<file path="src/rtl/voice_dispatcher.sv">
// MIDI voice dispatcher: maps note/sustain messages onto PIPELINE_COUNT synthesis voices
// using lowest-free allocation and LRU stealing, with one-cycle registered note commands.

package MIDI;
    typedef enum logic [2:0] {
        NOTE_OFF         = 3'd0,
        NOTE_ON          = 3'd1,
        POLY_PRESSURE    = 3'd2,
        CONTROL_CHANGE   = 3'd3,
        PROGRAM_CHANGE   = 3'd4,
        CHANNEL_PRESSURE = 3'd5,
        PITCH_BEND       = 3'd6,
        SYSTEM           = 3'd7
    } message_type_t;

    typedef struct packed {
        message_type_t message_type;
        logic [3:0]    channel;
        logic [6:0]    data_byte1;
        logic [6:0]    data_byte2;
    } message_t;

    typedef enum logic {
        STATUS_OFF = 1'b0,
        STATUS_ON  = 1'b1
    } note_status_t;

    typedef struct packed {
        note_status_t status;
        logic [6:0]   note_number;
        logic [6:0]   velocity;
    } note_change_t;
endpackage

// Handshake: a message is consumed on any rising edge where message_ready=1 and its
// channel is enabled; there is no backpressure. Each pipeline_notes_ready bit is a
// one-cycle strobe qualifying the matching pipeline_notes entry on that same cycle.
module voice_dispatcher #(
    parameter int          PIPELINE_COUNT = 4,
    parameter logic [15:0] CHANNEL_MASK   = 16'hFFFF
) (
    input  logic                                   clock_50_000_000,
    input  logic                                   reset_l,
    input  MIDI::message_t                         message,
    input  logic                                   message_ready,
    output MIDI::note_change_t [PIPELINE_COUNT-1:0] pipeline_notes,
    output logic [PIPELINE_COUNT-1:0]              pipeline_notes_ready,
    output logic [PIPELINE_COUNT-1:0]              voices_busy,
    output logic                                   sustain_active,
    output logic [2*PIPELINE_COUNT-1:0]            voice_state_dbg
);

    localparam int IDX_W = (PIPELINE_COUNT > 1) ? $clog2(PIPELINE_COUNT) : 1;

    typedef enum logic [1:0] {
        FREE      = 2'd0,
        HELD      = 2'd1,
        SUSTAINED = 2'd2
    } voice_state_t;

    voice_state_t     state [PIPELINE_COUNT];
    logic [6:0]       note  [PIPELINE_COUNT];
    logic [IDX_W-1:0] age   [PIPELINE_COUNT];

    logic             accept, is_on, is_off, is_pedal, pedal_down;
    logic             on_hit, off_hit, free_hit;
    logic [IDX_W-1:0] on_idx, off_idx, free_idx, old_idx, target;

    always_comb begin
        accept     = message_ready && CHANNEL_MASK[message.channel];
        is_on      = accept && (message.message_type == MIDI::NOTE_ON) && (message.data_byte2 != 7'd0);
        is_off     = accept && ((message.message_type == MIDI::NOTE_OFF) ||
                                ((message.message_type == MIDI::NOTE_ON) && (message.data_byte2 == 7'd0)));
        is_pedal   = accept && (message.message_type == MIDI::CONTROL_CHANGE) && (message.data_byte1 == 7'd64);
        pedal_down = message.data_byte2[6];
        on_hit     = 1'b0;
        off_hit    = 1'b0;
        free_hit   = 1'b0;
        on_idx     = '0;
        off_idx    = '0;
        free_idx   = '0;
        old_idx    = '0;
        // Ascending scan with first-hit flags gives lowest-index priority everywhere.
        for (int v = 0; v < PIPELINE_COUNT; v++) begin
            if (!on_hit && state[v] != FREE && note[v] == message.data_byte1) begin
                on_hit = 1'b1;
                on_idx = IDX_W'(v);
            end
            if (!off_hit && state[v] == HELD && note[v] == message.data_byte1) begin
                off_hit = 1'b1;
                off_idx = IDX_W'(v);
            end
            if (!free_hit && state[v] == FREE) begin
                free_hit = 1'b1;
                free_idx = IDX_W'(v);
            end
            if (age[v] > age[old_idx]) begin
                old_idx = IDX_W'(v);
            end
        end
        target = on_hit ? on_idx : (free_hit ? free_idx : old_idx);
    end

    always_ff @(posedge clock_50_000_000 or negedge reset_l) begin
        if (!reset_l) begin
            for (int v = 0; v < PIPELINE_COUNT; v++) begin
                state[v] <= FREE;
                note[v]  <= '0;
                age[v]   <= IDX_W'(v);
            end
            pipeline_notes       <= '0;
            pipeline_notes_ready <= '0;
            sustain_active       <= 1'b0;
        end else begin
            pipeline_notes_ready <= '0;
            if (is_on) begin
                state[target]                <= HELD;
                note[target]                 <= message.data_byte1;
                pipeline_notes[target]       <= MIDI::note_change_t'{MIDI::STATUS_ON, message.data_byte1, message.data_byte2};
                pipeline_notes_ready[target] <= 1'b1;
                for (int v = 0; v < PIPELINE_COUNT; v++) begin
                    if (IDX_W'(v) == target) begin
                        age[v] <= '0;
                    end else if (age[v] < age[target]) begin
                        age[v] <= age[v] + 1'b1;
                    end
                end
            end else if (is_off && off_hit) begin
                if (sustain_active) begin
                    state[off_idx] <= SUSTAINED;
                end else begin
                    state[off_idx]                <= FREE;
                    pipeline_notes[off_idx]       <= MIDI::note_change_t'{MIDI::STATUS_OFF, note[off_idx], message.data_byte2};
                    pipeline_notes_ready[off_idx] <= 1'b1;
                end
            end else if (is_pedal) begin
                if (pedal_down) begin
                    sustain_active <= 1'b1;
                end else if (sustain_active) begin
                    // Pedal release silences every sustained voice on the same edge.
                    sustain_active <= 1'b0;
                    for (int v = 0; v < PIPELINE_COUNT; v++) begin
                        if (state[v] == SUSTAINED) begin
                            state[v]                <= FREE;
                            pipeline_notes[v]       <= MIDI::note_change_t'{MIDI::STATUS_OFF, note[v], 7'd0};
                            pipeline_notes_ready[v] <= 1'b1;
                        end
                    end
                end
            end
        end
    end

    always_comb begin
        voices_busy     = '0;
        voice_state_dbg = '0;
        for (int v = 0; v < PIPELINE_COUNT; v++) begin
            voices_busy[v]            = (state[v] != FREE);
            voice_state_dbg[2*v +: 2] = state[v];
        end
    end

endmodule

</file>
<file path="config.mk">
export PLATFORM = sky130hd
export DESIGN_NAME = voice_dispatcher
export DESIGN_NICKNAME = d
export VERILOG_FILES = /design/src/rtl/voice_dispatcher.sv
export SDC_FILE = /design/constraint.sdc
export NUM_CORES = 1
export LEC_CHECK = 0
export CELL_PAD_IN_SITES_DETAIL_PLACEMENT = 1
export CELL_PAD_IN_SITES_GLOBAL_PLACEMENT = 2
export CORE_MARGIN = 2
export CORE_UTILIZATION = 34
export CTS_BUF_LIST = sky130_fd_sc_hd__clkbuf_8
export CTS_CLUSTER_SIZE = 25
export DETAILED_ROUTE_END_ITERATION = 16
export PLACE_DENSITY = 0.87
export SLEW_MARGIN = 20
export SYNTH_ARGS = -nofsm -noshare
export SYNTH_HDL_FRONTEND = slang
export SYNTH_SLANG_ARGS = --single-unit
</file>
<file path="constraint.sdc">
create_clock -name clock_50_000_000 -period 5.4 [get_ports clock_50_000_000]
set_clock_uncertainty 0.05 [all_clocks]
set_input_delay 1.35 -clock clock_50_000_000 [delete_from_list [all_inputs] [get_ports clock_50_000_000]]
set_output_delay 1.35 -clock clock_50_000_000 [all_outputs]
set_load 0.005 [all_outputs]
</file>
==> flow_summary.json, run 1 <==
{
  "status": "complete, no violations",
  "cts_sinks": 109,
  "final_hold_viol_count": 0,
  "drtIter0Drc": 345,
  "grt_pass1_wl_um": 30500,
  "num_antenna_cells": 0,
  "ys_dominant_reg_cell": "dfrtp_1",
  "path_clk_slew_ns": 0.09,
  "ys_seq_area_share_pct": 47.5,
  "ios": 101,
  "fin_crit_sh_pct": 90.8,
  "h-tree-depth": 3,
  "synth-seq-cells": 109,
  "hpwl_um": 14300,
  "drt_pass1_iterations": 5,
  "crit_required_ns": 5.68,
  "final.setup.tns_ns": 0,
  "hp-class": "reg -> reg",
  "fp.dieH_um": 134,
  "fmax_mhz": 204,
  "netlist_instances": 606,
  "power_density_mw_per_mm2": 476,
  "worst-r2r-cell-count": 19,
  "cts_hold_buf": 0,
  "crit_path_start_kind": "register",
  "ys_async_sr_fraction_pct": 100,
  "cts.path.max_buffers": 2,
  "hold_depth": 2,
  "rsz0062_at_grt": "no",
  "report.final.slew_viol_count": 0,
  "die_x_um": 134,
  "ir_drop_mv": 0.165,
  "grt_use_total_pct": 21.8,
  "syn_avg_cell_area_um2": 9.49,
  "via_per_inst": 5.49,
  "crit_fanout": 10,
  "io_buffer_count": 96,
  "cts_made_buffers": 9,
  "fin_crit_ns": 4.90,
  "pre_cts_ws_ns": 0.126,
  "wl_um": 19000,
  "ant_nets": 0,
  "die_area_mm2": 0.0180,
  "vias": 5136,
  "synth.distinct_cells": 75,
  "tightest_slew_ns": 0.882,
  "worst_skew_pair.late_latency_ns": 0.40,
  "yosysWarningCount": 0,
  "initial_utilization_pct": 34.7,
  "drive_above_1_share_pct": 12.0,
  "arrival_ns": 5.18,
  "critPathKind": "reg -> reg",
  "grt_start_max_net_pins": 84,
  "area_growth_pct": 25.5,
  "leakagePower_nw": 3.18,
  "clockRootBuffer": "clkbuf_8",
  "syn_nets": 637,
  "cap_viol_max_count": 0,
  "core-area_mm2": 0.0166,
  "max_slew_margin_pct": 40.9,
  "synth_area_mm2": 0.00575,
  "finalWorstSetupSlack_ns": 0.495,
  "antenna_found_initial": 0,
  "end_kind": "register",
  "drcViolationCount": 0,
  "setup_viol_count_final": 0,
  "grt_overflow": 0,
  "synth_edf_count": 0,
  "avgRoutedWirePerCell_um": 20.3,
  "cts_tree": "done",
  "layout.nets": 741,
  "rows": 47,
  "first_global_vias": 5433,
  "finalWeightedCongestion": 0.843
}
==> worst paths after layout <==
path                                                start                              to  slack (ns)
min in group asynchronous                         reset_l  pipeline_notes[47]$_DFFE_PN0P_        0.94
min                        pipeline_notes[48]$_DFFE_PN0P_  pipeline_notes[48]$_DFFE_PN0P_        0.43
max                                    age[7]$_DFFE_PN0P_              age[6]$_DFFE_PN0P_        0.50
max reg2reg                            age[7]$_DFFE_PN0P_              age[6]$_DFFE_PN0P_        0.50
min reg2reg                pipeline_notes[48]$_DFFE_PN0P_  pipeline_notes[48]$_DFFE_PN0P_        0.43
max in group asynchronous                         reset_l             note[9]$_DFFE_PN0P_        3.46
==> synth_stat cells, drive strengths merged (6+ instances only) <==
cell,instances,area (um2)
ha,7,87.6
a21oi,34,178
nor2,71,279
or2,6,40.1
a22o,13,114
clkbuf,7,26.3
nand2b,7,43.8
inv,21,78.8
dfrtp,105,2630
nand2,103,389
nor3,11,76.3
o22ai,8,50.1
mux2,11,124
a31oi,15,93.8
nand3,11,55.1
xor2,14,123
o21ai,27,139
buf,21,159
nor4,6,77.6
xnor2,14,123
a22oi,18,135
==> flip-flops by register name, summed over array words and instances, names as in the netlist <==
signal                count
note                     28
voice_state_dbg           8
age                       8
pipeline_notes_ready      4
pipeline_notes           60
sustain_active            1
==> metrics by stage <==
step | std cells | utilization, % | hold WS [ns] | power, mW | instance area (um2)
2_1_floorplan | 606 | - | 0.411 | 2.13 | 5750
6_report | 935 | 43.5 | 0.432 | 3.44 | 7210
3_5_place_dp | 919 | 42.1 | 0.417 | 2.88 | 6990
4_1_cts | 935 | 43.4 | 0.439 | 3.43 | 7190
3_3_place_gp | 919 | 42.1 | 0.401 | 2.82 | 6990
5_1_grt | 935 | 43.5 | 0.478 | 3.69 | 7210
==> metal layers <==
layer	GRT usage [%]	vias up	share of wire, %
li1	-	2364	-
met1	30.4	2578	46
met2	34.7	167	46
met3	3.36	27	5.5
met4	7.37	0	2.0
met5	0	-	0
==> cells by family after synthesis <==
family          after synthesis  share of synthesized area (%)
compound gates              156                           19.2
xor+xnor                     28                           4.26
fa+ha+maj                     7                           1.52
buf+inv                      50                           4.68
flops                       109                           47.5
mux                          11                           2.15
simple gates                245                           20.7
==> report_power, final <==
| group | internal (mW) | leakage, nW | total (mW) | switching [mW] |
|---|---|---|---|---|
| combinational | 0.800 | 1.68 | 1.53 | 0.725 |
| clock | 0.238 | 0.108 | 0.529 | 0.291 |
| sequential | 1.11 | 1.39 | 1.38 | 0.272 |
| total | 2.15 | 3.18 | 3.44 | 1.29 |
==> critical path: stages (launching register included) <==
cell and delay, ns:
dfrtp_1 0.47, inv_1 0.15, ha_1 0.33, nor2_1 0.15
o22ai_2 0.14, o21ai_0 0.31, ha_1 0.31, a2bb2oi_2 0.23
nor2_1 0.07, a21oi_1 0.13, ha_1 0.25, nor2b_1 0.13
o21ai_1 0.22, nand4b_1 0.20, a311oi_2 0.39, nor2_1 0.23
and3_1 0.23, or2_1 0.25, nor2_1 0.33, o221a_1 0.26
==> cell type report <==
cell class,instances,area [um2]
clock inverter,5,53.8
timing repair buffer,121,1150
multi-input combinational,447,2770
inverter,22,83.8
tap,220,275
sequential,109,2730
clock buffer,11,151
fill,1927,9370
==> layout by cell type (no fill, tap or decap), types with 3 or more instances in the layout <==
cell type,Yosys,layout
dfrtp_1,105,105
nand2_1,102,102
clkdlybuf4s50_1,0,95
nor2_1,68,68
a21oi_1,32,32
buf_4,9,25
o21ai_0,24,23
inv_1,19,21
a22oi_1,18,18
a31oi_1,15,15
xor2_1,14,14
xnor2_1,14,14
a22o_1,13,13
nand3_1,11,11
mux2_2,11,11
clkbuf_8,0,11
nor3_1,8,8
nand2b_1,7,7
o22ai_1,8,7
ha_1,7,7
nor2b_1,5,5
a222oi_1,5,5
nand4_1,4,4
nor4_2,4,4
nand3b_1,4,4
a41oi_1,4,4
o21a_1,4,4
dfstp_2,4,4
or2_1,3,3
o21ai_1,2,3
nor3b_1,3,3
and2_1,3,3
a21o_1,3,3
o221a_1,3,3
==> repair_timing <==
action / in CTS / in global routing
gates resized for setup: 0 / 4
endpoints found under the setup margin: 0 / 98
buffers inserted: 0 / 0
(Power assumes the default switching activity.)
==> inputs of run 2 (changes only) <==
Settings changed: CAP_MARGIN from default to 20.
==> results of run 2 <==
Final layout, timing and power as in run 1 (identical DEF).
